`config.mk`:
```
export PLATFORM = sky130hd
export DESIGN_NAME = bcd_seg_display
export DESIGN_NICKNAME = d
export VERILOG_FILES = /design/src/rtl/bcd_seg_display.sv
export SDC_FILE = /design/constraint.sdc
export NUM_CORES = 1
export LEC_CHECK = 0
export ABC_AREA = 1
export BUFFER_PORTS_ARGS = -buffer_cell sky130_fd_sc_hd__buf_2
export CORE_AREA = 3 3 82 84
export CTS_CLUSTER_DIAMETER = 200
export DETAILED_ROUTE_END_ITERATION = 10
export DIE_AREA = 0 0 85 87
export GPL_ROUTABILITY_DRIVEN = 0
export PLACE_DENSITY = 0.81
export SYNTH_ARGS = -nofsm -noshare
export SYNTH_HDL_FRONTEND = slang
export SYNTH_SLANG_ARGS = --single-unit
```
`constraint.sdc`:
```
create_clock -name clk -period 1.2 [get_ports clk]
set_input_delay 0.24 -clock clk [delete_from_list [all_inputs] [get_ports clk]]
set_output_delay 0.24 -clock clk [all_outputs]
set_load 0.02 [all_outputs]
```
`src/rtl/bcd_seg_display.sv`:
```
// Sequential double-dabble binary-to-BCD converter with registered active-low 7-segment outputs.
// Optional macro BCD_SEG_BLANK_LEADING_EN blanks leading zero digits on the display.
module bcd_seg_display #(
  parameter int WIDTH  = 8,
  parameter int DIGITS = 3
) (
  input  logic                  clk,
  input  logic                  rst_n,
  input  logic                  start,
  input  logic [WIDTH-1:0]      data,
  output logic                  busy,
  output logic                  done,
  output logic [4*DIGITS-1:0]   bcd,
  output logic [7*DIGITS-1:0]   seg,
  output logic                  overflow
);

  localparam int BW = 4 * DIGITS;
  localparam int SW = 7 * DIGITS;
  localparam int CW = $clog2(WIDTH + 1);
  localparam logic [CW-1:0] CNT_INIT = CW'(WIDTH);

  function automatic logic [63:0] pow10(input int n);
    logic [63:0] p;
    p = 64'd1;
    for (int i = 0; i < n; i++) begin
      p = p * 64'd10;
    end
    return p;
  endfunction

  // Overflow can only happen when the largest input exceeds the largest displayable value.
  localparam logic OVF_POSSIBLE = (((64'd1 << WIDTH) - 64'd1) > (pow10(DIGITS) - 64'd1));

  function automatic logic [6:0] seg_of(input logic [3:0] d);
    logic [6:0] g;
    case (d)
      4'd0:    g = 7'b1000000;
      4'd1:    g = 7'b1111001;
      4'd2:    g = 7'b0100100;
      4'd3:    g = 7'b0110000;
      4'd4:    g = 7'b0011001;
      4'd5:    g = 7'b0010010;
      4'd6:    g = 7'b0000010;
      4'd7:    g = 7'b1111000;
      4'd8:    g = 7'b0000000;
      4'd9:    g = 7'b0010000;
      default: g = 7'b1111111;
    endcase
    return g;
  endfunction

  typedef enum logic [1:0] {
    IDLE  = 2'd0,
    SHIFT = 2'd1,
    DONE  = 2'd2
  } state_t;

  state_t            state_r;
  logic [WIDTH-1:0]  sh_r;
  logic [BW-1:0]     acc_r;
  logic [CW-1:0]     cnt_r;
  logic              ovf_r;

  logic [BW-1:0]     acc_adj_s;
  logic [BW+WIDTH:0] shifted_s;
  logic [SW-1:0]     seg_next_s;
`ifdef BCD_SEG_BLANK_LEADING_EN
  logic              lead_s;
`endif

  // Add-3 correction on every accumulator digit that would reach 10 or more after doubling.
  always_comb begin
    acc_adj_s = acc_r;
    for (int i = 0; i < DIGITS; i++) begin
      if (acc_r[4*i +: 4] >= 4'd5) begin
        acc_adj_s[4*i +: 4] = acc_r[4*i +: 4] + 4'd3;
      end else begin
        acc_adj_s[4*i +: 4] = acc_r[4*i +: 4];
      end
    end
  end

  // Top bit is the digit carried out of the accumulator; then new accumulator; then shift register.
  assign shifted_s = {acc_adj_s, sh_r, 1'b0};

  // Display encoding of the finished accumulator, scanned from the most significant digit down.
  always_comb begin
    seg_next_s = '0;
`ifdef BCD_SEG_BLANK_LEADING_EN
    lead_s = 1'b1;
`endif
    for (int i = DIGITS - 1; i >= 0; i--) begin
      if (ovf_r) begin
        seg_next_s[7*i +: 7] = 7'b0111111;
`ifdef BCD_SEG_BLANK_LEADING_EN
      end else if (lead_s && (i > 0) && (acc_r[4*i +: 4] == 4'd0)) begin
        seg_next_s[7*i +: 7] = 7'b1111111;
`endif
      end else begin
        seg_next_s[7*i +: 7] = seg_of(acc_r[4*i +: 4]);
      end
`ifdef BCD_SEG_BLANK_LEADING_EN
      if (acc_r[4*i +: 4] != 4'd0) begin
        lead_s = 1'b0;
      end else begin
        lead_s = lead_s;
      end
`endif
    end
  end

  // Conversion FSM with registered handshake and result outputs.
  always_ff @(posedge clk or negedge rst_n) begin
    if (!rst_n) begin
      state_r  <= IDLE;
      sh_r     <= '0;
      acc_r    <= '0;
      cnt_r    <= '0;
      ovf_r    <= 1'b0;
      busy     <= 1'b0;
      done     <= 1'b0;
      bcd      <= '0;
      seg      <= {DIGITS{7'b1000000}};
      overflow <= 1'b0;
    end else begin
      case (state_r)
        IDLE: begin
          done <= 1'b0;
          if (start) begin
            sh_r    <= data;
            acc_r   <= '0;
            ovf_r   <= 1'b0;
            cnt_r   <= CNT_INIT;
            busy    <= 1'b1;
            state_r <= SHIFT;
          end else begin
            busy    <= 1'b0;
            state_r <= IDLE;
          end
        end
        SHIFT: begin
          done  <= 1'b0;
          acc_r <= shifted_s[BW+WIDTH-1:WIDTH];
          sh_r  <= shifted_s[WIDTH-1:0];
          ovf_r <= ovf_r | (shifted_s[BW+WIDTH] & OVF_POSSIBLE);
          cnt_r <= cnt_r - CW'(1);
          if (cnt_r == CW'(1)) begin
            state_r <= DONE;
          end else begin
            state_r <= SHIFT;
          end
        end
        DONE: begin
          done     <= 1'b1;
          bcd      <= acc_r;
          seg      <= seg_next_s;
          overflow <= ovf_r;
          // A start here chains straight into the next conversion.
          if (start) begin
            sh_r    <= data;
            acc_r   <= '0;
            ovf_r   <= 1'b0;
            cnt_r   <= CNT_INIT;
            busy    <= 1'b1;
            state_r <= SHIFT;
          end else begin
            busy    <= 1'b0;
            state_r <= IDLE;
          end
        end
        default: begin
          done    <= 1'b0;
          busy    <= 1'b0;
          state_r <= IDLE;
        end
      endcase
    end
  end

endmodule

```
==> impl_metrics.prom, run 1 <==
# TYPE chip_impl_metric gauge
chip_impl_metric{name="antenna-diode-count",unit=""} 0
chip_impl_metric{name="timing.critical_path.required",unit="ns"} 1.43
chip_impl_metric{name="clock_path_buffers",unit=""} 2
chip_impl_metric{name="grt-ovfl-total",unit=""} 0
chip_impl_metric{name="share_of_the_yosys_chip_area_belonging_to_registers",unit="%"} 51.1
chip_impl_info{name="topRoutingLayerUsed",value="met4"} 1
chip_impl_metric{name="largest_net_degree_at_the_start_of_global_routing",unit=""} 62
chip_impl_info{name="cp-end-kind",value="register"} 1
chip_impl_metric{name="clock_tree.htree_level_count",unit=""} 3
chip_impl_info{name="rsz_0062_raised_after_global_routing",value="yes"} 1
chip_impl_metric{name="drt_pre_antenna_iters",unit=""} 4
chip_impl_metric{name="finalSetupViolCount",unit=""} 20
chip_impl_metric{name="syn-instance-count",unit=""} 362
chip_impl_info{name="cpLargestDelayFamily",value="simple AND/OR/NAND/NOR gates"} 1
chip_impl_metric{name="routedLengthMet1",unit="um"} 3400
chip_impl_metric{name="floorplan.core_area",unit="um^2"} 5990
chip_impl_metric{name="largest_stage_delay_on_the_critical_path",unit="ns"} 0.40
chip_impl_info{name="startpoint_type",value="register"} 1
chip_impl_metric{name="clockPowerShare",unit="%"} 15.2
chip_impl_info{name="final_cell_mix",value="sky130_fd_sc_hd__nand2_1, sky130_fd_sc_hd__dfrtp_1, sky130_fd_sc_hd__buf_4, sky130_fd_sc_hd__buf_2, sky130_fd_sc_hd__nand3_1"} 1
chip_impl_metric{name="nNetsFinal",unit=""} 493
chip_impl_metric{name="cell_internal_pwr",unit="mW"} 7.68
chip_impl_metric{name="number_of_vias_in_the_routed_layout",unit=""} 2982
chip_impl_metric{name="period_minus_slack",unit="ns"} 1.31
chip_impl_metric{name="hold-worst-slack",unit="ns"} 0.144
chip_impl_metric{name="post_route_cells_drive_above_1_share",unit="%"} 40.9
chip_impl_metric{name="detailedPlacementHpwl",unit="um"} 4950
chip_impl_metric{name="routed_wl",unit="um"} 8870
chip_impl_metric{name="vdd_ir_drop_max",unit="V"} 0.00175
chip_impl_metric{name="whs_path_depth",unit=""} 3
chip_impl_metric{name="post_synth.cell_area_avg",unit="um^2"} 8.27
chip_impl_metric{name="r2r_setup_slack",unit="ns"} -0.11
chip_impl_metric{name="wire_length_of_the_first_global_routing_pass",unit="um"} 12700
chip_impl_metric{name="die_area",unit="um^2"} 7400
chip_impl_metric{name="drt-vias-per-instance",unit=""} 5.47
chip_impl_info{name="worst_r2r_startpoint",value="acc_r[9]"} 1
chip_impl_info{name="crit_top_cell",value="sky130_fd_sc_hd__nand2_2"} 1
chip_impl_metric{name="report.final.hold_viol_count",unit=""} 0
chip_impl_metric{name="cts_buffers",unit=""} 9
chip_impl_metric{name="syn_to_final_growth",unit="%"} 45.6
chip_impl_metric{name="p_seq_share",unit="%"} 26.8
chip_impl_metric{name="floorplan.die.width",unit="um"} 85
chip_impl_metric{name="syn-num-nets",unit=""} 390
chip_impl_metric{name="drt_first_iter_violations",unit=""} 235
chip_impl_metric{name="number_of_distinct_library_cell_variants_in_the_gate_level_netlist_after_synthesis",unit=""} 23
chip_impl_metric{name="power_per_cell_area",unit="nW/um^2"} 3170
chip_impl_metric{name="die_h",unit="um"} 87
chip_impl_info{name="violated_checks",value="setup timing"} 1
chip_impl_info{name="hold_class",value="input pin to register"} 1
chip_impl_metric{name="ant_nets",unit=""} 0
chip_impl_metric{name="max_clock_freq",unit="MHz"} 764
chip_impl_metric{name="crit_arrival",unit="ns"} 1.54
chip_impl_metric{name="post_synth_instance_area",unit="um^2"} 2990
chip_impl_metric{name="portBuffers",unit=""} 45
chip_impl_info{name="hold_end",value="sh_r[5]"} 1
chip_impl_metric{name="grt_antenna_before_repair",unit=""} 0
chip_impl_metric{name="fin_skew",unit="ns"} 0.0106
chip_impl_metric{name="grt_pass1_vias",unit=""} 2889
chip_impl_metric{name="path_max_fanout",unit=""} 4
chip_impl_metric{name="timing.final.crit_share",unit="%"} 109
chip_impl_metric{name="initial_utilization",unit="%"} 50.0
chip_impl_metric{name="global_route.usage.total",unit="%"} 21.5
chip_impl_metric{name="synthesis_warnings",unit=""} 0
chip_impl_info{name="min_from",value="data[5]"} 1
chip_impl_metric{name="leak_pwr",unit="nW"} 2.19
chip_impl_metric{name="clock_insertion_delay_worst_skew",unit="ns"} 0.35
chip_impl_metric{name="setup_ws",unit="ns"} -0.108
chip_impl_metric{name="routed_wire_length_per_instance",unit="um"} 16.3
chip_impl_info{name="run_status",value="complete, but fails checks"} 1
chip_impl_info{name="tritoncts",value="built"} 1
chip_impl_metric{name="final_max_slew_viol_count",unit=""} 0
chip_impl_metric{name="ys_ff_latch",unit=""} 61
chip_impl_metric{name="critPathBufInv",unit=""} 2
chip_impl_metric{name="power.share.switching",unit="%"} 44.3
chip_impl_info{name="crit_chain",value="inv_2 > ha_4 > inv_2 > nand2_2 > nand2_2 > nand2_2 > nand2_1 > nand3_1 > nand2_1"} 1
chip_impl_metric{name="number_of_top_level_pins",unit=""} 47
chip_impl_metric{name="wl_met2",unit="um"} 4670
chip_impl_metric{name="wl_met3",unit="um"} 524
chip_impl_info{name="root_buffer",value="sky130_fd_sc_hd__clkbuf_8"} 1
chip_impl_metric{name="cts_num_sinks",unit=""} 61
chip_impl_metric{name="final_core_utilization",unit="%"} 72.7
chip_impl_metric{name="path_clk_slew",unit="ns"} 0.07
chip_impl_metric{name="power.share.combinational",unit="%"} 58.0
chip_impl_metric{name="worst-r2r-cell-count",unit=""} 9
chip_impl_info{name="most_common_library_cell_in_the_layout_ignoring_fill_and_taps",value="sky130_fd_sc_hd__nand2_1"} 1
chip_impl_metric{name="drv.max_cap_violation_count",unit=""} 0
chip_impl_info{name="timing.setup.critical_path_class",value="register to register"} 1
chip_impl_info{name="slowest_stage",value="sky130_fd_sc_hd__dfrtp_1"} 1
chip_impl_metric{name="placement_rows",unit=""} 28
chip_impl_metric{name="switchingPower",unit="mW"} 6.12
chip_impl_info{name="timing.rr.end",value="acc_r[10]"} 1
chip_impl_metric{name="route.detailed.drc",unit=""} 0
## kinds of logic after synthesis
group,count (synthesis),synth area share (%)
flip-flops,61,51.1
buffers and inverters,38,5.56
other,1,0.125
XOR/XNOR,1,0.293
AND/OR/NAND/NOR,198,27.6
adder cells (fa/ha/maj),17,7.11
AO/OA/AOI/OAI,46,8.24
## sequential cells by signal, summed over array words and instances (netlist names)
register / count
seg: 21
acc_r: 12
bcd: 12
sh_r: 8
cnt_r: 4
state_r: 2
busy: 1
done: 1
## power groups by stage
stage               clock (mW)  sequential (mW)  combinational [mW]
floorplan                    0             4.21                3.13
global placement             0             3.58                5.83
detailed placement           0             3.62                6.07
CTS                       2.10             3.62                6.53
global route              2.23             3.81                8.62
finish                    2.09             3.70                8.00
## cells in the mapped netlist
library cell,n,area [um^2]
sky130_fd_sc_hd__buf_2,9,45.0
sky130_fd_sc_hd__inv_2,3,11.3
sky130_fd_sc_hd__o211ai_1,5,37.5
sky130_fd_sc_hd__nand2_4,1,11.3
sky130_fd_sc_hd__clkbuf_2,1,5.00
sky130_fd_sc_hd__xnor2_1,1,8.76
sky130_fd_sc_hd__dfstp_2,3,78.8
sky130_fd_sc_hd__a21oi_1,6,30.0
sky130_fd_sc_hd__nand2_2,3,18.8
sky130_fd_sc_hd__nand3_1,49,245
sky130_fd_sc_hd__or2_2,1,6.26
sky130_fd_sc_hd__a31oi_1,1,6.26
sky130_fd_sc_hd__nor2_1,27,101
sky130_fd_sc_hd__o22ai_1,2,12.5
sky130_fd_sc_hd__o21ai_0,32,160
sky130_fd_sc_hd__conb_1,1,3.75
sky130_fd_sc_hd__buf_6,1,11.3
sky130_fd_sc_hd__dfrtp_1,58,1450
sky130_fd_sc_hd__nand2_1,115,432
sky130_fd_sc_hd__buf_4,1,7.51
sky130_fd_sc_hd__nor3_1,2,10.0
sky130_fd_sc_hd__ha_1,17,213
sky130_fd_sc_hd__inv_1,23,86.3
## through the flow
step | total power [mW] | setup slack, ns | instances | TNS, ns | area, um^2
floorplan | 7.34 | -0.00998 | 362 | -0.00998 | 3040
global placement | 9.41 | -0.0458 | 511 | -0.0520 | 3640
detailed placement | 9.69 | -0.0677 | 511 | -0.366 | 3640
CTS | 12.3 | -0.0462 | 534 | -0.243 | 4020
global route | 14.6 | -0.140 | 545 | -2.19 | 4360
finish | 13.8 | -0.108 | 545 | -0.832 | 4360
## how the worst max path moves through the flow
stage,from,endpoint,slack [ns],depth (start not counted)
floorplan,acc_r[4],acc_r[7],-0.01,5
global placement,acc_r[8],acc_r[11],-0.05,5
detailed placement,acc_r[8],acc_r[11],-0.07,5
CTS,seg[20],seg[20],-0.05,1
global route,acc_r[9],acc_r[10],-0.14,9
finish,acc_r[9],acc_r[10],-0.11,9
## tightest hold or removal path: cells and delay by family
kind,cells,cell delay (ns)
buffers and inverters,1,0.07
AND/OR/NAND/NOR,2,0.15
## cell type report
| class | instances | area, um^2 |
|---|---|---|
| timing repair buffer | 103 | 749 |
| clock inverter | 4 | 70.1 |
| multi-input combinational | 264 | 1650 |
| sequential | 61 | 1530 |
| tap | 75 | 93.8 |
| inverter | 26 | 108 |
| fill | 397 | 1630 |
| clock buffer | 12 | 155 |
## what timing repair did
item / in CTS / in global routing
cloned: 0 / 1
hold buffers: 1 / 0
setup buffers: 6 / 10
gates resized for setup: 25 / 79
pin swaps: 10 / 23
endpoints found under the hold margin: 58 / 0
endpoints found under the setup margin: 27 / 51
## layer usage
layer / up-vias / global-route usage, %
met2: 136 / 36.1
met3: 31 / 6.62
li1: 1390 / -
met1: 1425 / 25.6
met4: 0 / 9.21
met5: - / 0
Note: power is estimated with default switching activity, not from simulation.
==> inputs of run 2 (changes only) <==
Settings changed: PLACE_DENSITY 0.81 to 0.75.
==> run 2 against run 1 <==
  * The flow still finishes with violations (setup timing)
  * Global-route usage decreased by 0.50 points
  * Maximum frequency increased by 1.7%
  * Setup slack better by 0.021 ns
  * Sequential power about the same
  * Final cell count decreased by 0.92%
  * Power down 3.4%
  * Clock-buffer cell count is 3 higher
  * Final area is 0.11% lower
  * Clock skew shrank 0.0044 ns
  * Non-clock buffer count shrank 4
  * Register-to-register slack better by 0.02 ns
  * Largest cell class unchanged
  * Largest power group unchanged
==> impl_metrics.prom, run 2 (synthesis results as in run 1) <==
# TYPE chip_impl_metric gauge
chip_impl_metric{name="nNetsFinal",unit=""} 488
chip_impl_metric{name="finalInstanceArea",unit="um^2"} 4350
chip_impl_metric{name="number_of_vias_in_the_routed_layout",unit=""} 2857
chip_impl_info{name="startpoint_type",value="register"} 1
chip_impl_metric{name="path_max_fanout",unit=""} 4
chip_impl_metric{name="n_fill_cell",unit=""} 419
chip_impl_metric{name="drv.max_cap_violation_count",unit=""} 0
chip_impl_metric{name="drt_pre_antenna_iters",unit=""} 4
chip_impl_info{name="violated_checks",value="setup timing"} 1
chip_impl_metric{name="final_core_utilization",unit="%"} 72.6
chip_impl_metric{name="vdd_ir_drop_max",unit="V"} 0.00174
chip_impl_metric{name="clock_insertion_delay_worst_skew",unit="ns"} 0.34
chip_impl_metric{name="timing.critical_path.required",unit="ns"} 1.42
chip_impl_metric{name="routed_wire_length_per_instance",unit="um"} 14.8
chip_impl_metric{name="placedInstanceArea",unit="um^2"} 3620
chip_impl_info{name="rsz_0062_raised_after_global_routing",value="yes"} 1
chip_impl_metric{name="largest_register_ff_count",unit=""} 21
chip_impl_info{name="leading_registers_by_flop_count",value="seg (21), acc_r (12), bcd (12)"} 1
chip_impl_info{name="most_common_library_cell_in_the_layout_ignoring_fill_and_taps",value="sky130_fd_sc_hd__nand2_1"} 1
chip_impl_info{name="tritoncts",value="built"} 1
chip_impl_metric{name="leak_pwr",unit="nW"} 2.15
chip_impl_metric{name="grt_antenna_before_repair",unit=""} 0
chip_impl_metric{name="largest_net_degree_at_the_start_of_global_routing",unit=""} 62
chip_impl_metric{name="worst-r2r-cell-count",unit=""} 5
chip_impl_metric{name="ant_nets",unit=""} 0
chip_impl_metric{name="clock_path_buffers",unit=""} 2
chip_impl_metric{name="power_after_layout",unit="mW"} 13.3
chip_impl_info{name="hold_class",value="input pin to register"} 1
chip_impl_info{name="min_from",value="data[0]"} 1
chip_impl_metric{name="grt-ovfl-total",unit=""} 0
chip_impl_metric{name="r2r_setup_slack",unit="ns"} -0.09
chip_impl_metric{name="fin_skew",unit="ns"} 0.00625
chip_impl_metric{name="syn_to_final_growth",unit="%"} 45.4
chip_impl_info{name="cp-end-kind",value="register"} 1
chip_impl_metric{name="die_area",unit="um^2"} 7400
chip_impl_info{name="root_buffer",value="sky130_fd_sc_hd__clkbuf_8"} 1
chip_impl_metric{name="cts_num_sinks",unit=""} 61
chip_impl_metric{name="max_clock_freq",unit="MHz"} 777
chip_impl_metric{name="wire_length_of_the_first_global_routing_pass",unit="um"} 12500
chip_impl_metric{name="path_clk_slew",unit="ns"} 0.07
chip_impl_info{name="worst_setup_path_startpoint",value="acc_r[0]"} 1
chip_impl_metric{name="power_per_cell_area",unit="nW/um^2"} 3060
chip_impl_metric{name="report.final.hold_viol_count",unit=""} 0
chip_impl_metric{name="initial_utilization",unit="%"} 50.0
chip_impl_metric{name="clock_tree.htree_level_count",unit=""} 3
chip_impl_metric{name="floorplan.die.width",unit="um"} 85
chip_impl_metric{name="placement_rows",unit=""} 28
chip_impl_metric{name="drt_first_iter_violations",unit=""} 153
chip_impl_metric{name="grt_pass1_vias",unit=""} 2778
chip_impl_metric{name="cts_buffers",unit=""} 9
chip_impl_metric{name="routed_wl",unit="um"} 7990
chip_impl_metric{name="crit_arrival",unit="ns"} 1.51
chip_impl_info{name="timing.rr.end",value="acc_r[3]"} 1
chip_impl_info{name="final_cell_mix",value="sky130_fd_sc_hd__nand2_1, sky130_fd_sc_hd__dfrtp_1, sky130_fd_sc_hd__buf_2, sky130_fd_sc_hd__buf_4, sky130_fd_sc_hd__nand3_1"} 1
chip_impl_metric{name="finalSetupViolCount",unit=""} 12
chip_impl_metric{name="timing.final.crit_share",unit="%"} 107
chip_impl_metric{name="multi_input_area",unit="um^2"} 1720
chip_impl_metric{name="setup_ws",unit="ns"} -0.0866
chip_impl_metric{name="final_max_slew_viol_count",unit=""} 0
chip_impl_info{name="worst_r2r_startpoint",value="acc_r[0]"} 1
chip_impl_info{name="timing.setup.critical_path_class",value="register to register"} 1
chip_impl_metric{name="post_route_cells_drive_above_1_share",unit="%"} 43.9
chip_impl_metric{name="global_route.usage.total",unit="%"} 21.0
chip_impl_metric{name="drt-vias-per-instance",unit=""} 5.29
chip_impl_metric{name="detailedPlacementHpwl",unit="um"} 4820
chip_impl_metric{name="number_of_top_level_pins",unit=""} 47
chip_impl_metric{name="die_h",unit="um"} 87
chip_impl_metric{name="antenna-diode-count",unit=""} 0
chip_impl_metric{name="route.detailed.drc",unit=""} 0
chip_impl_info{name="run_status",value="complete, but fails checks"} 1
chip_impl_info{name="hold_end",value="sh_r[0]"} 1
chip_impl_info{name="regMostFlops",value="seg"} 1
chip_impl_metric{name="seq_area",unit="um^2"} 1540
chip_impl_metric{name="floorplan.core_area",unit="um^2"} 5990
chip_impl_metric{name="whs_path_depth",unit=""} 3
chip_impl_metric{name="period_minus_slack",unit="ns"} 1.29
chip_impl_metric{name="portBuffers",unit=""} 45
chip_impl_metric{name="hold-worst-slack",unit="ns"} 0.139
run 2: cell type report:
class                      instances  share of cell area [%]
timing repair buffer              99                    16.4
clock buffer                      15                    4.05
sequential                        61                    35.3
clock inverter                     1                   0.115
tap                               75                    2.16
multi-input combinational        263                    39.5
inverter                          26                    2.42
run 2: worst max-delay path by stage:
stage | end | depth (start not counted)
after detailed placement | acc_r[11] | 5
final | acc_r[3] | 5
after floorplan | acc_r[7] | 5
after global placement | acc_r[7] | 5
after CTS | acc_r[11] | 5
after global routing | acc_r[1] | 7
run 2: stage by stage:
stage	setup slack [ns]	setup TNS, ns	std cells
finish	-0.0866	-0.416	540
global placement	-0.0209	-0.0550	509
detailed placement	-0.0531	-0.369	509
global route	-0.138	-1.39	540
CTS	-0.0503	-0.221	531
floorplan	-0.00998	-0.00998	362
run 2: power breakdown:
| group | switching (mW) | internal, mW | leakage [nW] |
|---|---|---|---|
| clock | 0.770 | 0.919 | 0.0937 |
| sequential | 0.659 | 3.04 | 0.733 |
| combinational | 4.55 | 3.39 | 1.32 |
run 2: critical path, stage by stage (launching register included):
cell,delay (ns)
sky130_fd_sc_hd__dfrtp_2,0.44
sky130_fd_sc_hd__inv_2,0.10
sky130_fd_sc_hd__ha_4,0.19
sky130_fd_sc_hd__ha_4,0.21
sky130_fd_sc_hd__o21ai_2,0.14
sky130_fd_sc_hd__o21ai_1,0.09
run 2: what timing repair did:
action,CTS,global route
pin swaps,3,30
hold endpoints to repair,58,0
setup endpoints to repair,26,41
setup buffers,5,7
cloned,0,2
resized for setup,21,103
hold buffers,1,0
run 2: layer usage:
metal,track usage (%),vias to the layer above,part of all wire (%)
li1,-,1374,-
met3,4.26,18,5.5
met5,0,-,0
met4,7.48,0,2.1
met1,25.6,1377,41
met2,37.0,88,52
